## src/rtl/aes_feedback_cipher.sv

```systemverilog
// Byte-serial feedback stream cipher: out = in ^ S(fb), where fb chains on the ciphertext byte.
// A single datapath serves encrypt and decrypt; enc_dec only picks which byte is the ciphertext.
module aes_feedback_cipher (
  input  logic       clk,
  input  logic       rst,
  input  logic [7:0] key,
  input  logic [7:0] in_msg,
  input  logic       new_msg,
  input  logic       enc_dec,
  input  logic       in_valid,
  output logic [7:0] out_msg,
  output logic       out_ready
);

  // AES forward S-box, indexed [row*16 + col]
  localparam logic [7:0] SBOX [0:255] = '{
    8'h63, 8'h7c, 8'h77, 8'h7b, 8'hf2, 8'h6b, 8'h6f, 8'hc5, 8'h30, 8'h01, 8'h67, 8'h2b, 8'hfe, 8'hd7, 8'hab, 8'h76,
    8'hca, 8'h82, 8'hc9, 8'h7d, 8'hfa, 8'h59, 8'h47, 8'hf0, 8'had, 8'hd4, 8'ha2, 8'haf, 8'h9c, 8'ha4, 8'h72, 8'hc0,
    8'hb7, 8'hfd, 8'h93, 8'h26, 8'h36, 8'h3f, 8'hf7, 8'hcc, 8'h34, 8'ha5, 8'he5, 8'hf1, 8'h71, 8'hd8, 8'h31, 8'h15,
    8'h04, 8'hc7, 8'h23, 8'hc3, 8'h18, 8'h96, 8'h05, 8'h9a, 8'h07, 8'h12, 8'h80, 8'he2, 8'heb, 8'h27, 8'hb2, 8'h75,
    8'h09, 8'h83, 8'h2c, 8'h1a, 8'h1b, 8'h6e, 8'h5a, 8'ha0, 8'h52, 8'h3b, 8'hd6, 8'hb3, 8'h29, 8'he3, 8'h2f, 8'h84,
    8'h53, 8'hd1, 8'h00, 8'hed, 8'h20, 8'hfc, 8'hb1, 8'h5b, 8'h6a, 8'hcb, 8'hbe, 8'h39, 8'h4a, 8'h4c, 8'h58, 8'hcf,
    8'hd0, 8'hef, 8'haa, 8'hfb, 8'h43, 8'h4d, 8'h33, 8'h85, 8'h45, 8'hf9, 8'h02, 8'h7f, 8'h50, 8'h3c, 8'h9f, 8'ha8,
    8'h51, 8'ha3, 8'h40, 8'h8f, 8'h92, 8'h9d, 8'h38, 8'hf5, 8'hbc, 8'hb6, 8'hda, 8'h21, 8'h10, 8'hff, 8'hf3, 8'hd2,
    8'hcd, 8'h0c, 8'h13, 8'hec, 8'h5f, 8'h97, 8'h44, 8'h17, 8'hc4, 8'ha7, 8'h7e, 8'h3d, 8'h64, 8'h5d, 8'h19, 8'h73,
    8'h60, 8'h81, 8'h4f, 8'hdc, 8'h22, 8'h2a, 8'h90, 8'h88, 8'h46, 8'hee, 8'hb8, 8'h14, 8'hde, 8'h5e, 8'h0b, 8'hdb,
    8'he0, 8'h32, 8'h3a, 8'h0a, 8'h49, 8'h06, 8'h24, 8'h5c, 8'hc2, 8'hd3, 8'hac, 8'h62, 8'h91, 8'h95, 8'he4, 8'h79,
    8'he7, 8'hc8, 8'h37, 8'h6d, 8'h8d, 8'hd5, 8'h4e, 8'ha9, 8'h6c, 8'h56, 8'hf4, 8'hea, 8'h65, 8'h7a, 8'hae, 8'h08,
    8'hba, 8'h78, 8'h25, 8'h2e, 8'h1c, 8'ha6, 8'hb4, 8'hc6, 8'he8, 8'hdd, 8'h74, 8'h1f, 8'h4b, 8'hbd, 8'h8b, 8'h8a,
    8'h70, 8'h3e, 8'hb5, 8'h66, 8'h48, 8'h03, 8'hf6, 8'h0e, 8'h61, 8'h35, 8'h57, 8'hb9, 8'h86, 8'hc1, 8'h1d, 8'h9e,
    8'he1, 8'hf8, 8'h98, 8'h11, 8'h69, 8'hd9, 8'h8e, 8'h94, 8'h9b, 8'h1e, 8'h87, 8'he9, 8'hce, 8'h55, 8'h28, 8'hdf,
    8'h8c, 8'ha1, 8'h89, 8'h0d, 8'hbf, 8'he6, 8'h42, 8'h68, 8'h41, 8'h99, 8'h2d, 8'h0f, 8'hb0, 8'h54, 8'hbb, 8'h16
  };

  logic [7:0] r_fb;
  logic [7:0] r_out_msg;
  logic       r_out_ready;
  logic [7:0] w_keystream;
  logic [7:0] w_result;
  logic [7:0] w_fb_next;

  assign w_keystream = SBOX[r_fb];
  assign w_result    = in_msg ^ w_keystream;
  // fb always follows the ciphertext byte: our output when encrypting, our input when decrypting
  assign w_fb_next   = enc_dec ? w_result : in_msg;

  always_ff @(posedge clk or negedge rst) begin
    if (!rst) begin
      r_fb        <= 8'h00;
      r_out_msg   <= 8'h00;
      r_out_ready <= 1'b0;
    end else if (new_msg) begin
      r_fb        <= key;
      r_out_msg   <= 8'h00;
      r_out_ready <= 1'b0;
    end else if (in_valid) begin
      r_fb        <= w_fb_next;
      r_out_msg   <= w_result;
      r_out_ready <= 1'b1;
    end else begin
      r_out_ready <= 1'b0;
    end
  end

  assign out_msg   = r_out_msg;
  assign out_ready = r_out_ready;

endmodule

```

## config.mk

```make
export PLATFORM = sky130hd
export DESIGN_NAME = aes_feedback_cipher
export DESIGN_NICKNAME = d
export VERILOG_FILES = /design/src/rtl/aes_feedback_cipher.sv
export SDC_FILE = /design/constraint.sdc
export NUM_CORES = 1
export LEC_CHECK = 0
export ABC_CLOCK_PERIOD_IN_PS = 6590
export BUFFER_PORTS_ARGS = -buffer_cell sky130_fd_sc_hd__buf_2
export CORE_MARGIN = 1
export CORE_UTILIZATION = 32
export DETAILED_ROUTE_END_ITERATION = 7
export PLACE_DENSITY_LB_ADDON = 0.05
export SYNTH_ARGS = -nofsm -noshare
export SYNTH_HDL_FRONTEND = slang
export SYNTH_SLANG_ARGS = --single-unit
```

## constraint.sdc

```tcl
create_clock -name clk -period 6.59 [get_ports clk]
set_clock_uncertainty 0.1 [all_clocks]
set_input_delay 0 -clock clk [delete_from_list [all_inputs] [get_ports clk]]
set_output_delay 0 -clock clk [all_outputs]
set_load 0.005 [all_outputs]
```

**Yosys cells after proc, flatten, opt, wreduce, memory -nomap -nowiden**

Memory sizes are Yosys's and may differ from the RTL's.
Cells that the tools add are included.
W data, S select, Z words.

- Output and inout port bits: 9
- Logic and storage cells: 17
- Memories: 1
- Register bits after elaboration: 17
- Bits of input ports: 21
- Memory bits (read-only): 2048

Memory list:

| memory | words | width | rd ports | clocked after Yosys merged registers in | write ports | RTL line | text |
|---|---|---|---|---|---|---|---|
| (name not given) | 256 | 8 | 1 | 0 | 0 | 42 | `assign w_keystream = SBOX[r_fb];` |

- Magnitude comparators: 1
- Reduce and logical (&&, ||, !) cells: 1
- Bitwise logic cells: 2
- Mux-type cells: 9

Operators with widths:

| cell | count |
|---|---|
| $mux W8 | 7 |
| $ge A9 B9 Y1 const B | 1 |
| $not A8 Y9 | 1 |
| $xor A8 B8 Y8 | 1 |
| $mux W1 | 2 |
| $reduce_bool A2 Y1 | 1 |

**Depth between registers and ports, before layout**

- Depth after elaboration: 8
- Gate-level depth with buffers: 13
- Mapped depth without buffers: 10

**Worst setup path after synthesis**

Ideal clock, no wire load.

- Path kind: reg-to-reg
- From: register r_fb[1]
- To: register r_fb[3]
- Stages on the path, launching flop included: 14
- Period minus slack after synthesis: 3.460 ns
- Data required time: 6.364 ns
- Arrival time: 3.233 ns
- Setup slack: 3.130 ns
- Setup time: 0.126 ns
- Buffers on the path: 3
- Cell sequence: dfrtp_1 -> clkbuf_1 -> buf_2 -> inv_1 -> ha_1 -> nand2b_1 -> clkbuf_1 -> o21ai_0 -> mux4_2 -> o211a_1 -> a211oi_2 -> nor2b_1 -> xor2_1 -> a221o_1

- Cells in the longest elaborated chain, start to end: 8

RTL lines:

| what | RTL line | text |
|---|---|---|
| from (decl) | 35 | `logic [7:0] r_fb;` |
| from (signal assigned) | 53 | `r_fb <= key;` |
| from (signal assigned) | 57 | `r_fb <= w_fb_next;` |
| $not A8 Y9 (not written as such) | 42 |  |
| $mem_v2 Z256 W8 | - |  |
| $mux W8 (not written as such) (2 in series) | 42 |  |
| $xor A8 B8 Y8 | 43 | `assign w_result = in_msg ^ w_keystream;` |
| $mux W8 | 45 | `assign w_fb_next = enc_dec ? w_result : in_msg;` |
| $mux W8 | 56 | `end else if (in_valid) begin` |
| $mux W8 | 52 | `end else if (new_msg) begin` |

Every way passes these cells. The select of a mux whose other input is x is not followed.
A chain may end at the register's enable or synchronous reset.

**Final worst setup path**

- From: register r_fb[0]
- To: register r_fb[6]

Same word-level chain as after synthesis.

==> results by group <==
CTS
  • Worst-path clk slew: 0.05 ns
  • CTS Buffer Depth: 2
  • TritonCTS Buffers: 3
  • CTS Root Cell: clkbuf_16
  • CTS tree: yes
  • CTS Sinks: 17
  • Post-CTS sizing: 0
  • Total setup buffers inserted after CTS: 0
  • H-Tree Level Count: 1
  • Hold-fix buffers at CTS: 12
  • Worst skew pair latency: 0.25 ns

Worst setup path
  • R2r endpoint: r_fb[6]
  • Worst path arrival time: 4.89 ns
  • CP Max Fanout: 26
  • R2R Path Start: r_fb[0]
  • CP Capture Point: r_fb[6]
  • Worst EP required: 6.68 ns
  • Setup CP Type: flip-flop to flip-flop
  • Reg2reg path depth: 11
  • Crit end category: flip-flop
  • Reg2Reg Setup Slack: 1.79 ns
  • Crit path launch: r_fb[0]
  • Crit path launch type: flip-flop

Placement
  • PortBufs: 29
  • Placed cell areas: 4450 µm²
  • RePlAce Congestion: 0.974
  • Post-Place Worst Slack: 2.23 ns
  • Detailed-placement wirelength estimate: 14.7 mm

Worst hold path
  • Hold Crit Start: in_msg[7]
  • Hold Path Class: input pin to flip-flop

Run status
  • Failing checks: DRC
  • Outcome: finished, violations left

Timing
  • Tcrit/Tclk final: 72.8%
  • Hold Slack: 0.00367 ns
  • Slew Viols, Final: 0
  • # setup viols final: 0
  • F_max: 209 MHz
  • Final Critical Period: 4.80 ns
  • Measured slew at the worst slew-check pin: 0.933 ns
  • Unrepaired setup endpoints after global routing: no
  • Slew headroom: 37.8%
  • Sum Neg Setup Slack: 0 ns
  • Setup WS post-layout: 1.79 ns
  • Final Hold Vio Count: 0

Routing
  • Routed length on met2: 8.89 mm
  • WL final: 21.1 mm
  • Met3 WL: 2.13 mm
  • Drt drc: 1
  • Routed vias/inst: 6.88
  • Detailed Route Iter0 Violations: 883
  • Via count: 5,531
  • WL/cell: 26.2 µm
  • Antenna-violating nets left: 0
  • Wl on met1: 9.09 mm
  • Drt pass-1 iters: 7
  • Top Layer Used: met4

Synth
  • Ranking of synthesized cells by area: dfrtp_1 9.7%, a21oi_1 5.9%, o21ai_0 5.4%, ha_1 4.3%, nor3_1 4.2%
  • Synth Flop Type: dfrtp_1
  • Yosys top cell area share: 9.72%
  • Post-synth EDFFs: 0
  • Yosys cell types: 77
  • Post-Syn Area: 4380 µm²
  • Post-synthesis net count: 684
  • Seq cells post-synth: 17
  • Leading area contributor after synthesis: dfrtp_1
  • YS warnings: 0
  • Syn_area_per_cell: 6.76 µm²
  • Post-Syn Instances: 648
  • Post-synth ARST share: 100%
  • Post-synthesis sequential area ratio: 9.72%

Global route
  • Initial antenna violation count: 0
  • Largest net degree at the start of global routing: 77
  • Vias in the first global route: 5,097
  • Total track usage: 29.7%
  • First-pass GRT wire length: 32.2 mm
  • Global route total overflow: 0

Final layout
  • Share of layout cells above drive strength 1: 10.2%
  • Finished layout cell area: 4650 µm²
  • Antenna cells: 0
  • NumNets Final: 665
  • FILL cells: 1,469
  • Synth-to-Final Area Change: 6.23%

Power
  • Power per Cell Area: 252 nW/µm²
  • Maximum vdd drop: 0.114 mV
  • Total chip power: 1.17 mW
  • P_leak: 1.69 nW

Floorplanning
  • Initial Utilization: 32.9%
  • Die ar.: 14,200 µm²
  • Die H: 119 µm
  • Core area: 13,300 µm²
  • Io pins: 30
  • Row Count: 42
  • Die extent in x: 119 µm

Job
  • Max-Cap Viols: 0
-- cells in the mapped netlist (all sizes together) (6+ instances only) --
library cell,n
a21oi,52
o21ai,52
nor2,50
nand2,46
buf,37
clkbuf,37
nor3,37
nand2b,27
nand3,26
nor2b,25
dfrtp,17
ha,15
a311oi,13
and2,12
inv,12
a211oi,11
a31oi,11
o31ai,10
a32oi,9
nand3b,9
mux2,8
o211ai,8
o311ai,8
a221o,7
a221oi,7
and3,7
xor2,7
a2111oi,6
-- placed cells by master (no fill, tap or decap), types with 6 or more instances in the layout --
master and instances:
inv_1 9, xor2_1 7, ha_1 15, nand2_1 45, nand3_1 26, a31oi_1 11, nand3b_1 9, o21ai_0 47
a21oi_1 52, buf_4 9, and3_1 7, and2_1 10, nor2_1 49, a2111oi_0 6, nor3_1 37, a221o_1 7
nand2b_1 27, o31ai_1 10, nor2b_1 25, o211ai_1 8, a311oi_1 13, dlygate4sd3_1 12, buf_2 29, a221oi_1 7
dfrtp_1 14, a32oi_1 9, a211oi_1 10
-- registers in the layout, indices dropped and copies added (netlist names) --
| register | count |
|---|---|
| out_ready | 1 |
| r_fb | 8 |
| out_msg | 8 |
-- layer usage --
| metal | GRT usage, % | vias up |
|---|---|---|
| met1 | 41.8 | 2668 |
| met2 | 43.3 | 388 |
| met4 | 12.2 | 0 |
| met5 | 0 | - |
| met3 | 6.70 | 65 |
| li1 | - | 2410 |
-- power breakdown --
group / leakage (nW) / internal [mW] / switching, mW
clock network: 0.0382 / 0.0824 / 0.0452
registers: 0.211 / 0.121 / 0.0658
logic: 1.44 / 0.295 / 0.566
-- cells by family after synthesis --
group	share of synthesized area, %
mux	5.77
xor+xnor	2.20
simple gates	31.1
flops	9.72
compound gates	37.5
buf+inv	9.43
fa+ha+maj	4.29
-- layout make-up --
cell class	instances	area [µm²]	area share [%]
Clock buffer	4	78.8	1.69
Inverter	12	45.0	0.969
Multi-Input combinational cell	545	3540	76.1
Sequential cell	17	434	9.34
Tap cell	176	220	4.73
Timing Repair Buffer	50	333	7.16
-- worst min-delay path by stage --
| stage | endpoint | slack, ns | depth (start not counted) |
|---|---|---|---|
| 6_report | out_msg[7] | 0.004 | 3 |
| 3_3_place_gp | out_msg[5] | -0.14 | 1 |
| 5_1_grt | out_msg[2] | 0.02 | 3 |
| 3_5_place_dp | out_msg[7] | -0.12 | 1 |
| 4_1_cts | out_msg[7] | 0.002 | 3 |
| 2_1_floorplan | out_msg[0] | -0.40 | 0 |
-- through the flow --
step	utilization, %	instances
floorplan	-	648
global placement	33.5	788
detailed placement	33.5	788
CTS	35.0	804
global route	35.0	804
finish	35.0	804
-- critical path: stages (launching register included) --
cell and delay [ns]:
dfrtp_1 0.94, inv_1 0.37, ha_1 0.70, nand2b_1 0.27, a21oi_1 0.21, a311oi_1 0.07, a2111oi_0 0.42, o21ai_1 0.15
a31oi_1 0.51, mux2_1 0.37, nand3_1 0.07, dlygate4sd3_1 0.53
Note: power is estimated with default switching activity, not from simulation.
